### config.mk
export PLATFORM = sky130hd
export DESIGN_NAME = tiny16_ctrl_flat
export DESIGN_NICKNAME = d
export VERILOG_FILES = /design/src/rtl/tiny16_pkg.sv /design/src/rtl/tiny16_ctrl_if.sv /design/src/rtl/tiny16_ctrl.sv /design/src/flat_wrapper.sv
export SDC_FILE = /design/constraint.sdc
export NUM_CORES = 1
export LEC_CHECK = 0
export CORE_AREA = 2 2 74 91
export CTS_CLUSTER_SIZE = 14
export DETAILED_ROUTE_END_ITERATION = 8
export DIE_AREA = 0 0 76 93
export GPL_TIMING_DRIVEN = 0
export PLACE_DENSITY = 0.86
export SLEW_MARGIN = 5
export SYNTH_ARGS = -nofsm -noshare
export SYNTH_HDL_FRONTEND = slang
export SYNTH_SLANG_ARGS = --single-unit
### constraint.sdc
create_clock -name clk -period 4.1 [get_ports clk]
set_input_delay 0.82 -clock clk [delete_from_list [all_inputs] [get_ports clk]]
set_output_delay 0.82 -clock clk [all_outputs]
set_load 0.005 [all_outputs]
### src/rtl/tiny16_pkg.sv
// tiny16_pkg: shared definitions for the tiny16 sequencer.
//   - Opcode constants (instruction bits [15:12]).
//   - Sequencer state encodings.
//   - Bit positions of the instruction-register fields.
//   - is_defined_op(): true for opcodes the sequencer implements.
package tiny16_pkg;

    localparam logic [3:0] OP_NOP = 4'h0;
    localparam logic [3:0] OP_ALU = 4'h1;
    localparam logic [3:0] OP_LD  = 4'h3;
    localparam logic [3:0] OP_ST  = 4'h4;
    localparam logic [3:0] OP_LDI = 4'h5;
    localparam logic [3:0] OP_JMP = 4'h6;
    localparam logic [3:0] OP_HLT = 4'hF;

    typedef enum logic [2:0] {
        S_FETCH  = 3'd0,
        S_DECODE = 3'd1,
        S_EXEC   = 3'd2,
        S_MEM_WB = 3'd3,
        S_HALT   = 3'd4
    } state_t;

    // Instruction layout: [15:12] op, [11:8] dst, [7:4] src, [3:0] fn
    localparam int IR_OP_MSB  = 15;
    localparam int IR_OP_LSB  = 12;
    localparam int IR_DST_MSB = 11;
    localparam int IR_DST_LSB = 8;
    localparam int IR_SRC_MSB = 7;
    localparam int IR_SRC_LSB = 4;
    localparam int IR_FN_MSB  = 3;
    localparam int IR_FN_LSB  = 0;

    function automatic logic is_defined_op(input logic [3:0] op);
        logic ok;
        case (op)
            OP_NOP, OP_ALU, OP_LD, OP_ST, OP_LDI, OP_JMP, OP_HLT: ok = 1'b1;
            default:                                              ok = 1'b0;
        endcase
        return ok;
    endfunction

endpackage

### src/rtl/tiny16_ctrl_if.sv
// tiny16_ctrl_if: memory, register-file and ALU port bundle of the tiny16 core.
//   master: the sequencer (drives strobes, addresses, selects, operands).
//   slave : the memory / register file / ALU side (returns read data,
//           register values and the ALU result).
interface tiny16_ctrl_if #(
    parameter int unsigned DATA_W = 16,
    parameter int unsigned ADDR_W = 8
);
    // memory read port
    logic              mem_out_en;
    logic [ADDR_W-1:0] mem_out_addr;
    logic [DATA_W-1:0] mem_out_data;
    // memory write port
    logic              mem_in_en;
    logic [ADDR_W-1:0] mem_in_addr;
    logic [DATA_W-1:0] mem_in_data;
    // register file
    logic [3:0]        rf_src_sel;
    logic [3:0]        rf_dst_sel;
    logic              rf_out_en;
    logic [DATA_W-1:0] rf_src;
    logic [DATA_W-1:0] rf_dst;
    logic              rf_in_en;
    logic [DATA_W-1:0] rf_in;
    // ALU
    logic [3:0]        alu_opcode;
    logic              alu_ar_flag;
    logic [DATA_W-1:0] alu_src1;
    logic [DATA_W-1:0] alu_src2;
    logic [DATA_W-1:0] alu_dst;

    modport master (
        output mem_out_en, mem_out_addr, mem_in_en, mem_in_addr, mem_in_data,
        output rf_src_sel, rf_dst_sel, rf_out_en, rf_in_en, rf_in,
        output alu_opcode, alu_ar_flag, alu_src1, alu_src2,
        input  mem_out_data, rf_src, rf_dst, alu_dst
    );

    modport slave (
        input  mem_out_en, mem_out_addr, mem_in_en, mem_in_addr, mem_in_data,
        input  rf_src_sel, rf_dst_sel, rf_out_en, rf_in_en, rf_in,
        input  alu_opcode, alu_ar_flag, alu_src1, alu_src2,
        output mem_out_data, rf_src, rf_dst, alu_dst
    );

endinterface

### src/rtl/tiny16_ctrl.sv
// tiny16_ctrl: fetch/decode/execute sequencer of the tiny16 core.
//   clk, rst : clock, synchronous active-high reset
//   bus      : tiny16_ctrl_if.master (memory read/write, register file, ALU)
//   halted   : high while in HALT
//   illegal  : one-cycle pulse when an undefined opcode executes
// pc, ir and state are registered; all bus outputs are decoded
// combinationally from state and ir, and forced to zero while rst is high.
module tiny16_ctrl
    import tiny16_pkg::*;
#(
    parameter int unsigned       DATA_W   = 16,
    parameter int unsigned       ADDR_W   = 8,
    parameter logic [ADDR_W-1:0] RESET_PC = {ADDR_W{1'b0}}
) (
    input  logic          clk,
    input  logic          rst,
    tiny16_ctrl_if.master bus,
    output logic          halted,
    output logic          illegal
);

    state_t            state_q, state_d;
    logic [ADDR_W-1:0] pc_q, pc_d, pc_inc_s;
    logic [DATA_W-1:0] ir_q, ir_d;
    logic [3:0]        op_s, dst_s, src_s, fn_s;

    logic              mem_out_en_s, mem_in_en_s, rf_out_en_s, rf_in_en_s;
    logic              halted_s, illegal_s;
    logic [ADDR_W-1:0] mem_out_addr_s, mem_in_addr_s;
    logic [DATA_W-1:0] mem_in_data_s, rf_in_s, alu_src1_s, alu_src2_s;
    logic [3:0]        rf_src_sel_s, rf_dst_sel_s, alu_opcode_s;

    assign op_s     = ir_q[IR_OP_MSB:IR_OP_LSB];
    assign dst_s    = ir_q[IR_DST_MSB:IR_DST_LSB];
    assign src_s    = ir_q[IR_SRC_MSB:IR_SRC_LSB];
    assign fn_s     = ir_q[IR_FN_MSB:IR_FN_LSB];
    // natural ADDR_W-bit overflow gives the wrap to 0
    assign pc_inc_s = pc_q + {{(ADDR_W-1){1'b0}}, 1'b1};

    // Next-state, pc/ir update and output decode
    always_comb begin
        state_d        = state_q;
        pc_d           = pc_q;
        ir_d           = ir_q;
        mem_out_en_s   = 1'b0;
        mem_out_addr_s = {ADDR_W{1'b0}};
        mem_in_en_s    = 1'b0;
        mem_in_addr_s  = {ADDR_W{1'b0}};
        mem_in_data_s  = {DATA_W{1'b0}};
        rf_src_sel_s   = 4'h0;
        rf_dst_sel_s   = 4'h0;
        rf_out_en_s    = 1'b0;
        rf_in_en_s     = 1'b0;
        rf_in_s        = {DATA_W{1'b0}};
        alu_opcode_s   = 4'h0;
        alu_src1_s     = {DATA_W{1'b0}};
        alu_src2_s     = {DATA_W{1'b0}};
        halted_s       = 1'b0;
        illegal_s      = 1'b0;
        if (rst) begin
            // outputs stay at zero; the registers reload in always_ff
            state_d = S_FETCH;
        end else begin
            case (state_q)
                S_FETCH: begin
                    mem_out_en_s   = 1'b1;
                    mem_out_addr_s = pc_q;
                    state_d        = S_DECODE;
                end
                S_DECODE: begin
                    ir_d    = bus.mem_out_data;
                    pc_d    = pc_inc_s;
                    state_d = S_EXEC;
                end
                S_EXEC: begin
                    rf_src_sel_s = src_s;
                    rf_dst_sel_s = dst_s;
                    rf_out_en_s  = 1'b1;
                    illegal_s    = !is_defined_op(op_s);
                    state_d      = S_FETCH;
                    case (op_s)
                        OP_ALU: begin
                            alu_opcode_s = fn_s;
                            alu_src1_s   = bus.rf_dst;
                            alu_src2_s   = bus.rf_src;
                            rf_in_s      = bus.alu_dst;
                            rf_in_en_s   = 1'b1;
                        end
                        OP_LD: begin
                            mem_out_en_s   = 1'b1;
                            mem_out_addr_s = bus.rf_src[ADDR_W-1:0];
                            state_d        = S_MEM_WB;
                        end
                        OP_ST: begin
                            mem_in_en_s   = 1'b1;
                            mem_in_addr_s = bus.rf_src[ADDR_W-1:0];
                            mem_in_data_s = bus.rf_dst;
                        end
                        OP_LDI: begin
                            // immediate word sits right after the instruction
                            mem_out_en_s   = 1'b1;
                            mem_out_addr_s = pc_q;
                            pc_d           = pc_inc_s;
                            state_d        = S_MEM_WB;
                        end
                        OP_JMP: begin
                            pc_d = bus.rf_src[ADDR_W-1:0];
                        end
                        OP_HLT: begin
                            state_d = S_HALT;
                        end
                        default: begin
                            // NOP and undefined opcodes: nothing to do
                            state_d = S_FETCH;
                        end
                    endcase
                end
                S_MEM_WB: begin
                    rf_src_sel_s = src_s;
                    rf_dst_sel_s = dst_s;
                    rf_out_en_s  = 1'b1;
                    rf_in_s      = bus.mem_out_data;
                    rf_in_en_s   = 1'b1;
                    state_d      = S_FETCH;
                end
                S_HALT: begin
                    rf_src_sel_s = src_s;
                    rf_dst_sel_s = dst_s;
                    halted_s     = 1'b1;
                    state_d      = S_HALT;
                end
                default: begin
                    state_d = S_FETCH;
                end
            endcase
        end
    end

    // State, pc and ir registers
    always_ff @(posedge clk) begin
        if (rst) begin
            state_q <= S_FETCH;
            pc_q    <= RESET_PC;
            ir_q    <= {DATA_W{1'b0}};
        end else begin
            state_q <= state_d;
            pc_q    <= pc_d;
            ir_q    <= ir_d;
        end
    end

    assign bus.mem_out_en   = mem_out_en_s;
    assign bus.mem_out_addr = mem_out_addr_s;
    assign bus.mem_in_en    = mem_in_en_s;
    assign bus.mem_in_addr  = mem_in_addr_s;
    assign bus.mem_in_data  = mem_in_data_s;
    assign bus.rf_src_sel   = rf_src_sel_s;
    assign bus.rf_dst_sel   = rf_dst_sel_s;
    assign bus.rf_out_en    = rf_out_en_s;
    assign bus.rf_in_en     = rf_in_en_s;
    assign bus.rf_in        = rf_in_s;
    assign bus.alu_opcode   = alu_opcode_s;
    assign bus.alu_ar_flag  = 1'b0;
    assign bus.alu_src1     = alu_src1_s;
    assign bus.alu_src2     = alu_src2_s;
    assign halted           = halted_s;
    assign illegal          = illegal_s;

endmodule

### src/flat_wrapper.sv
// flat-port wrapper written by rule: the top's interface ports become plain ports
module tiny16_ctrl_flat import tiny16_pkg::*;
#(
    parameter int unsigned       DATA_W   = 16,
    parameter int unsigned       ADDR_W   = 8,
    parameter logic [ADDR_W-1:0] RESET_PC = {ADDR_W{1'b0}}
)
  (clk, rst, halted, illegal, bus_mem_out_en, bus_mem_out_addr, bus_mem_in_en, bus_mem_in_addr, bus_mem_in_data, bus_rf_src_sel, bus_rf_dst_sel, bus_rf_out_en, bus_rf_in_en, bus_rf_in, bus_alu_opcode, bus_alu_ar_flag, bus_alu_src1, bus_alu_src2, bus_mem_out_data, bus_rf_src, bus_rf_dst, bus_alu_dst);
  tiny16_ctrl_if #(.DATA_W(DATA_W), .ADDR_W(ADDR_W)) bus_i ();
  input  logic clk;
  input  logic rst;
  output logic halted;
  output logic illegal;
  output wire logic [$bits(bus_i.mem_out_en)-1:0] bus_mem_out_en;
  output wire logic [$bits(bus_i.mem_out_addr)-1:0] bus_mem_out_addr;
  output wire logic [$bits(bus_i.mem_in_en)-1:0] bus_mem_in_en;
  output wire logic [$bits(bus_i.mem_in_addr)-1:0] bus_mem_in_addr;
  output wire logic [$bits(bus_i.mem_in_data)-1:0] bus_mem_in_data;
  output wire logic [$bits(bus_i.rf_src_sel)-1:0] bus_rf_src_sel;
  output wire logic [$bits(bus_i.rf_dst_sel)-1:0] bus_rf_dst_sel;
  output wire logic [$bits(bus_i.rf_out_en)-1:0] bus_rf_out_en;
  output wire logic [$bits(bus_i.rf_in_en)-1:0] bus_rf_in_en;
  output wire logic [$bits(bus_i.rf_in)-1:0] bus_rf_in;
  output wire logic [$bits(bus_i.alu_opcode)-1:0] bus_alu_opcode;
  output wire logic [$bits(bus_i.alu_ar_flag)-1:0] bus_alu_ar_flag;
  output wire logic [$bits(bus_i.alu_src1)-1:0] bus_alu_src1;
  output wire logic [$bits(bus_i.alu_src2)-1:0] bus_alu_src2;
  input wire logic [$bits(bus_i.mem_out_data)-1:0] bus_mem_out_data;
  input wire logic [$bits(bus_i.rf_src)-1:0] bus_rf_src;
  input wire logic [$bits(bus_i.rf_dst)-1:0] bus_rf_dst;
  input wire logic [$bits(bus_i.alu_dst)-1:0] bus_alu_dst;
  assign bus_mem_out_en = bus_i.mem_out_en;
  assign bus_mem_out_addr = bus_i.mem_out_addr;
  assign bus_mem_in_en = bus_i.mem_in_en;
  assign bus_mem_in_addr = bus_i.mem_in_addr;
  assign bus_mem_in_data = bus_i.mem_in_data;
  assign bus_rf_src_sel = bus_i.rf_src_sel;
  assign bus_rf_dst_sel = bus_i.rf_dst_sel;
  assign bus_rf_out_en = bus_i.rf_out_en;
  assign bus_rf_in_en = bus_i.rf_in_en;
  assign bus_rf_in = bus_i.rf_in;
  assign bus_alu_opcode = bus_i.alu_opcode;
  assign bus_alu_ar_flag = bus_i.alu_ar_flag;
  assign bus_alu_src1 = bus_i.alu_src1;
  assign bus_alu_src2 = bus_i.alu_src2;
  assign bus_i.mem_out_data = bus_mem_out_data;
  assign bus_i.rf_src = bus_rf_src;
  assign bus_i.rf_dst = bus_rf_dst;
  assign bus_i.alu_dst = bus_alu_dst;
  tiny16_ctrl #(.DATA_W(DATA_W), .ADDR_W(ADDR_W), .RESET_PC(RESET_PC)) u_core (.clk(clk), .rst(rst), .bus(bus_i), .halted(halted), .illegal(illegal));
endmodule
==> summary.txt, run 1 <==
Run status
  – Status: finished, final reports clean

Global routing
  – Pin count of the biggest net entering global routing: 15
  – GRT busiest layer: met2
  – M1 GR Usage: between 20% and 30%
  – Number of global-route vias before repair: ~2.8k
  – First-pass GRT wire length: 13.6 mm
  – GR Util met3: under 10%
  – Antenna violations before repair: 0
  – Total Routing Usage GR: roughly a quarter
  – Total gr overflow: 0
  – Met2 Use GR: between 40 and 50%

Timing
  – Crit share post-route: between 90% and 100%
  – Rel. slew slack: 57.1%
  – Setup TNS: 0 ps
  – RSZ-0062 raised after global routing: false
  – Fin. Hold Viols: 0
  – Layout Skew: approximately 2.1 ps
  – Worst slew pin tran: 644 ps
  – Smallest setup slack after layout: 310 ps
  – Period minus WS final: ~3800 ps
  – Max-slew violation count: 0
  – Final setup fails: 0
  – Achievable Freq: between 200 and 300 MHz

Synthesis
  – #FFs+latches synth: 27
  – Mean Syn Cell Area: around 7.4 um2
  – Top FF cell, synth: dfxtp_1
  – Synth top area cells: dfxtp_1 23%, and2_1 19%, nand2_1 6.7%
  – Syn nets: 387
  – Post-synthesis cell area: between 0.002 and 0.0025 mm2
  – Largest area contributor in the netlist: dfxtp_1
  – Post-synth EDFFs: 0
  – Asr flop ratio synth: 0%
  – Post-synth top area share: between 20% and 30%
  – Syn. warnings: 0
  – Seq/Total Area, Yosys: 23.0%
  – Synth cell types: 48
  – Post-Synthesis Cells: 320

Critical path
  – CP Launch Type: input port
  – R2r setup slk: about 2200 ps
  – Crit path from: rst
  – Kind of critical path: in -> out
  – Worst r2r dst: u_core.pc_q[6]
  – Critical path arrival: just under 3000 ps
  – Crit Reg-Reg Startpoint: u_core.state_q[1]
  – Worst Setup EP: bus_alu_src2[6]
  – Crit. End Element: output pin
  – R2R depth: 6
  – WP data required: ~3300 ps
  – Crit path max fanout: 10

CTS
  – CTS tree: yes
  – Postcts setup bufs: 0
  – CTS buffer count: 3
  – H-tree levels: 1
  – Max Root-Sink Buffers: 2
  – Worst-Skew Late Latency: between 200 and 300 ps
  – CTS clk-pin slew, worst paths: 90 ps
  – TritonCTS sink count: 27
  – Clock tree root driver cell: clkbuf_8

Die
  – Die area: 0.00707 mm2
  – Num ports: between 150 and 200
  – Initial core utilization: between 30% and 40%
  – Floorplan row count: 32
  – Die X: approximately 76 um
  – Die Y: around 93 um
  – Total core area: 0.00621 mm2

Route
  – Iter 0 DRT Violations: approximately 100
  – DRC viols: 0
  – WL final: 8.51 mm
  – Antenna-violating nets left: 0
  – Routed len/inst: 14.9 um
  – Post-DR vias/cell: about 5.1
  – Via count: between 2k and 3k
  – DR pass1 iterations: 4

Power and ir drop
  – Worst VDD drop: between 0.0001 and 0.00015 V
  – Sw Pwr: between 0.15 and 0.2 mW
  – Switch share: between 20 and 30%
  – Lkg Pwr: between 1 and 1.5 nW
  – Pwr per Cell Area: approximately 150 mW/mm2
  – Combinational Power Share: a little under a third
  – Clock share of power: roughly 24%
  – P_int: 0.447 mW
  – Final Power: between 0.6 and 0.7 mW
  – Sequential fraction of design power: ~45%

Placed design
  – DP Area: a little over 0.004 mm2
  – I/O Buffers: between 150 and 200
  – Final HPWL DP: between 6 and 7 mm
  – Place WS: between 90 and 100 ps
  – RD Place Congestion: ~0.94

Min path
  – Worst Hold Class: reg -> reg

Final layout
  – Area Overhead vs Synth: 75.7%
  – Fin util: 66.7%
  – Share of layout cells above drive strength 1: 9.26%
  – Ant diodes: 0
  – Total Nets Final: about 550
  – Post-Layout Inst Area: between 0.004 and 0.005 mm2

Run
  – # Max-Cap Violations: 0
-- power by group through the flow --
stage	Combinational, mW	Sequential (mW)	Clock, mW
final	0.197	0.285	0.154
after global routing	0.215	0.287	0.167
after detailed placement	0.196	0.291	0
after floorplan	0.0909	0.289	0
after CTS	0.196	0.285	0.159
after global placement	0.193	0.290	0
-- cells in the mapped netlist (3+ instances only) --
master and number:
o21ai_1 3, and2_1 70, nand2_1 42, a22oi_1 16, dfxtp_1 27, buf_6 3, nor3_1 5, o32ai_1 3
a22oi_2 9, clkbuf_1 14, nor2_2 9, o31a_1 3, a21oi_1 29, nand2b_1 9, buf_2 7, nor2b_1 4
nand3_1 4, nor2_1 19, inv_1 4, buf_4 3
-- layout make-up --
cell class	instances	area [um2]
Buffer	29	151
Multi-Input combinational cell	260	1660
Timing Repair Buffer	162	1620
Fill cell	542	2070
Inverter	4	15.0
Clock buffer	4	45.0
Sequential cell	27	541
Tap cell	85	106
-- routing by layer --
layer | vias to the layer above | part of all wire, %
li1 | 1430 | -
met2 | 150 | 52
met5 | - | 0
met1 | 1322 | 38
met3 | 14 | 8.5
met4 | 0 | 1.8
-- registers in the layout (all words and copies together) (netlist names) --
signal          cells
u_core.pc_q         8
u_core.state_q      3
u_core.ir_q        16
-- cell families (layout without fill, tap and decap cells) --
kind of cell             after synthesis  in the layout  synth area share, %
multiplexers                           2              2                0.903
other                                  1              1                0.159
XOR/XNOR                               2              2                0.744
AO/OA/AOI/OAI                         75             75                 23.5
buffers and inverters                 33            199                 7.07
AND/OR/NAND/NOR                      179            179                 44.2
adder cells (fa/ha/maj)                1              1                0.531
flip-flops                            27             27                 23.0
-- how the worst min path moves through the flow --
stage,slack [ps],depth (start not counted),to,start
2_1_floorplan,430,2,u_core.ir_q[0],u_core.ir_q[0]
4_1_cts,460,2,u_core.ir_q[8],u_core.ir_q[8]
3_5_place_dp,440,2,u_core.ir_q[8],u_core.ir_q[8]
5_1_grt,470,2,u_core.ir_q[8],u_core.ir_q[8]
3_3_place_gp,440,2,u_core.ir_q[4],u_core.ir_q[4]
6_report,460,2,u_core.ir_q[0],u_core.ir_q[0]
-- what timing repair did --
item                       in CTS  in global routing
resized for setup               0                  1
hold buffers                    0                  0
setup endpoints to repair       0                 10
-- worst max-delay path, cell delays in order --
cell,delay (ps)
clkbuf_1,200
nor3_1,180
nand2_1,180
nor4_4,510
clkbuf_1,360
and2_1,190
clkdlybuf4s50_1,510
-- stage by stage --
stage | hold WS (ps) | std cells
3_5_place_dp | 444 | 567
6_report | 456 | 571
3_3_place_gp | 438 | 567
5_1_grt | 468 | 571
2_1_floorplan | 432 | 320
4_1_cts | 457 | 571
-- cell usage in the layout (no fill, tap or decap), types with 4 or more instances in the layout --
cell	instances
a21oi_1	29
a22oi_1	16
a22oi_2	9
and2_1	70
buf_2	7
clkbuf_1	15
clkdlybuf4s50_1	162
dfxtp_1	27
inv_1	4
nand2_1	42
nand2b_1	9
nand3_1	4
nor2_1	19
nor2_2	9
nor2b_1	4
nor3_1	5
Note: power is estimated with default switching activity, not from simulation.
==> run 2, diff against run 1 <==
--- a/config.mk
+++ b/config.mk
@@ -5,10 +5,10 @@
 export SDC_FILE = /design/constraint.sdc
 export NUM_CORES = 1
 export LEC_CHECK = 0
-export CORE_AREA = 2 2 74 91
+export CORE_AREA = 8 8 80 97
 export CTS_CLUSTER_SIZE = 14
 export DETAILED_ROUTE_END_ITERATION = 8
-export DIE_AREA = 0 0 76 93
+export DIE_AREA = 0 0 88 105
 export GPL_TIMING_DRIVEN = 0
 export PLACE_DENSITY = 0.86
 export SLEW_MARGIN = 5
==> summary.txt, run 2 (synthesized netlist as in run 1, its figures left out) <==
Power and ir drop
  – P_int: 0.447 mW (about the same)
  – Worst VDD drop: 0.000122 V (-11%)
  – Sw Pwr: 0.198 mW (+5.4%)
  – Combinational Power Share: 30.3% (-0.7 points)
  – Clock share of power: 25.5% (+1.3 points)
  – Switch share: 30.7% (+1.1 points)
  – Sequential fraction of design power: 44.2% (-0.6 points)
  – Pwr per Cell Area: 156 mW/mm2 (+1.5%)
  – Lkg Pwr: 1.37 nW (about the same)

Critical path
  – Critical path arrival: 2960 ps (about the same)
  – Crit. End Element: output pin
  – Crit Reg-Reg Startpoint: u_core.state_q[0]
  – CP Launch Type: input port
  – Kind of critical path: in -> out
  – Worst r2r dst: u_core.pc_q[6]
  – WP data required: 3280 ps (about the same)
  – Crit path from: rst
  – Crit path max fanout: 10 (unchanged)
  – R2R depth: 6 (unchanged)
  – R2r setup slk: 2250 ps (about the same)

Run
  – # Max-Cap Violations: 0 (unchanged)

Timing
  – RSZ-0062 raised after global routing: false
  – Final setup fails: 0 (unchanged)
  – Fin. Hold Viols: 0 (unchanged)
  – Max-slew violation count: 0 (unchanged)
  – Achievable Freq: 264 MHz (+0.23%)
  – Setup TNS: 0 ps (unchanged)
  – Crit share post-route: 92.2% (-0.21 points)
  – Layout Skew: 12.3 ps (+10.2 ps)
  – Worst slew pin tran: 661 ps (+16.7 ps)
  – Rel. slew slack: 56.0% (-1.1 points)
  – Worst Hold Margin: 454 ps (-1.99 ps)
  – Smallest setup slack after layout: 319 ps (+8.65 ps)
  – Period minus WS final: 3780 ps (-8.65 ps)

Die
  – Initial core utilization: 37.9% (unchanged)
  – Die X: 88 um (+16%)
  – Num ports: 165 (unchanged)
  – Die area: 0.00924 mm2 (+31%)
  – Floorplan row count: 32 (unchanged)
  – Die Y: 105 um (+13%)
  – Total core area: 0.00621 mm2 (unchanged)

Placed design
  – RD Place Congestion: 0.951 (+1.4%)
  – Placed instance count: 567 (unchanged)
  – Place WS: 147 ps (+48.7 ps)
  – I/O Buffers: 162 (unchanged)
  – Final HPWL DP: 7.94 mm (+16%)

Route
  – Via count: 2,911 (-0.17%)
  – Antenna-violating nets left: 0 (unchanged)
  – DRC viols: 0 (unchanged)
  – Routed len/inst: 16.6 um (+11%)
  – WL final: 9.49 mm (+11%)
  – Iter 0 DRT Violations: 157 (+54%)
  – Post-DR vias/cell: 5.10 (-0.17%)
  – DR pass1 iterations: 4 (unchanged)

Final layout
  – Fillers: 529 (-2.4%)
  – Fin util: 66.7% (about the same)
  – Biggest register: u_core.ir_q
  – Total Nets Final: 554 (unchanged)
  – Most frequent cells in the layout: 162 x clkdlybuf4s50_1, 70 x and2_1, 42 x nand2_1
  – Area Overhead vs Synth: 75.8% (about the same)
  – Post-route insts no fill: 571 (unchanged)
  – Share of layout cells above drive strength 1: 9.47% (+0.21 points)
  – Biggest regs: u_core.ir_q (16), u_core.pc_q (8), u_core.state_q (3)
  – Ant diodes: 0 (unchanged)
  – Number of flip-flops in the largest register: 16 (unchanged)
  – Commonest non-fill, non-tap cell in the layout: clkdlybuf4s50_1

CTS
  – CTS buffer count: 3 (unchanged)
  – Postcts setup bufs: 0 (unchanged)
  – Worst-Skew Late Latency: 290 ps (+20 ps)
  – TritonCTS sink count: 27 (unchanged)
  – CTS clk-pin slew, worst paths: 90 ps (about the same)
  – Max Root-Sink Buffers: 2 (unchanged)
  – # hold bufs at CTS: 0 (unchanged)
  – CTS tree: yes
  – H-tree levels: 1 (unchanged)
  – Clock tree root driver cell: clkbuf_8
  – Resized cells post-CTS: 0 (unchanged)

Global routing
  – Antenna violations before repair: 0 (unchanged)
  – First-pass GRT wire length: 14.5 mm (+6.6%)
  – Pin count of the biggest net entering global routing: 17 (+2)
  – Total Routing Usage GR: 19.6% (-3.9 points)
  – Total gr overflow: 0 (unchanged)
  – Number of global-route vias before repair: 2,971 (+5.1%)

Min path
  – Worst Hold Class: reg -> reg
  – Hold-critical path depth: 2 (unchanged)
  – Hold_sp: u_core.ir_q[2]
  – Hold Path End: u_core.ir_q[2]

Run status
  – Status: finished, final reports clean
## run 2: worst max-delay path by stage
stage                         endpoint  slack [ps]  cells after the start
finish              bus_mem_in_data[5]         320                      7
global route        bus_mem_in_addr[4]          50                      7
CTS                   bus_alu_src1[13]         150                      7
detailed placement    bus_alu_src1[13]         150                      7
global placement      bus_alu_src1[13]         190                      7
floorplan            bus_alu_opcode[0]        1240                      6
## run 2: per-layer routing
| metal | track usage [%] | part of all wire, % | wire (um) |
|---|---|---|---|
| met3 | 5.33 | 9.3 | 885 |
| met1 | 19.4 | 38 | 3640 |
| met2 | 36.2 | 50 | 4750 |
| met4 | 8.51 | 2.3 | 216 |
| met5 | 0 | 0 | 0 |
## run 2: power by group through the flow
stage	Clock, mW	Combinational (mW)	Sequential (mW)
2_1_floorplan	0	0.0909	0.289
5_1_grt	0.175	0.212	0.287
4_1_cts	0.166	0.194	0.285
3_3_place_gp	0	0.190	0.290
6_report	0.165	0.195	0.285
3_5_place_dp	0	0.194	0.291
## run 2: final cells by class
| class | count | area [um2] | area share, % |
|---|---|---|---|
| Clock inverter | 1 | 7.51 | 0.181 |
| Multi-Input combinational cell | 260 | 1660 | 40.0 |
| Timing Repair Buffer | 162 | 1620 | 39.2 |
| Clock buffer | 3 | 41.3 | 0.997 |
| Inverter | 4 | 15.0 | 0.363 |
| Buffer | 29 | 151 | 3.66 |
| Sequential cell | 27 | 541 | 13.1 |
| Tap cell | 85 | 106 | 2.57 |
## run 2: metrics by stage
stage	area (um2)	total power, mW
after floorplan	2350	0.379
after global placement	4080	0.480
after detailed placement	4080	0.485
after CTS	4130	0.645
after global routing	4140	0.674
final	4140	0.645
## run 2: critical path, cell delays in order
cell	delay, ps
clkbuf_1	180
nor3_1	180
nand2_1	190
nor4_2	530
clkbuf_1	340
and2_1	200
clkdlybuf4s50_1	510
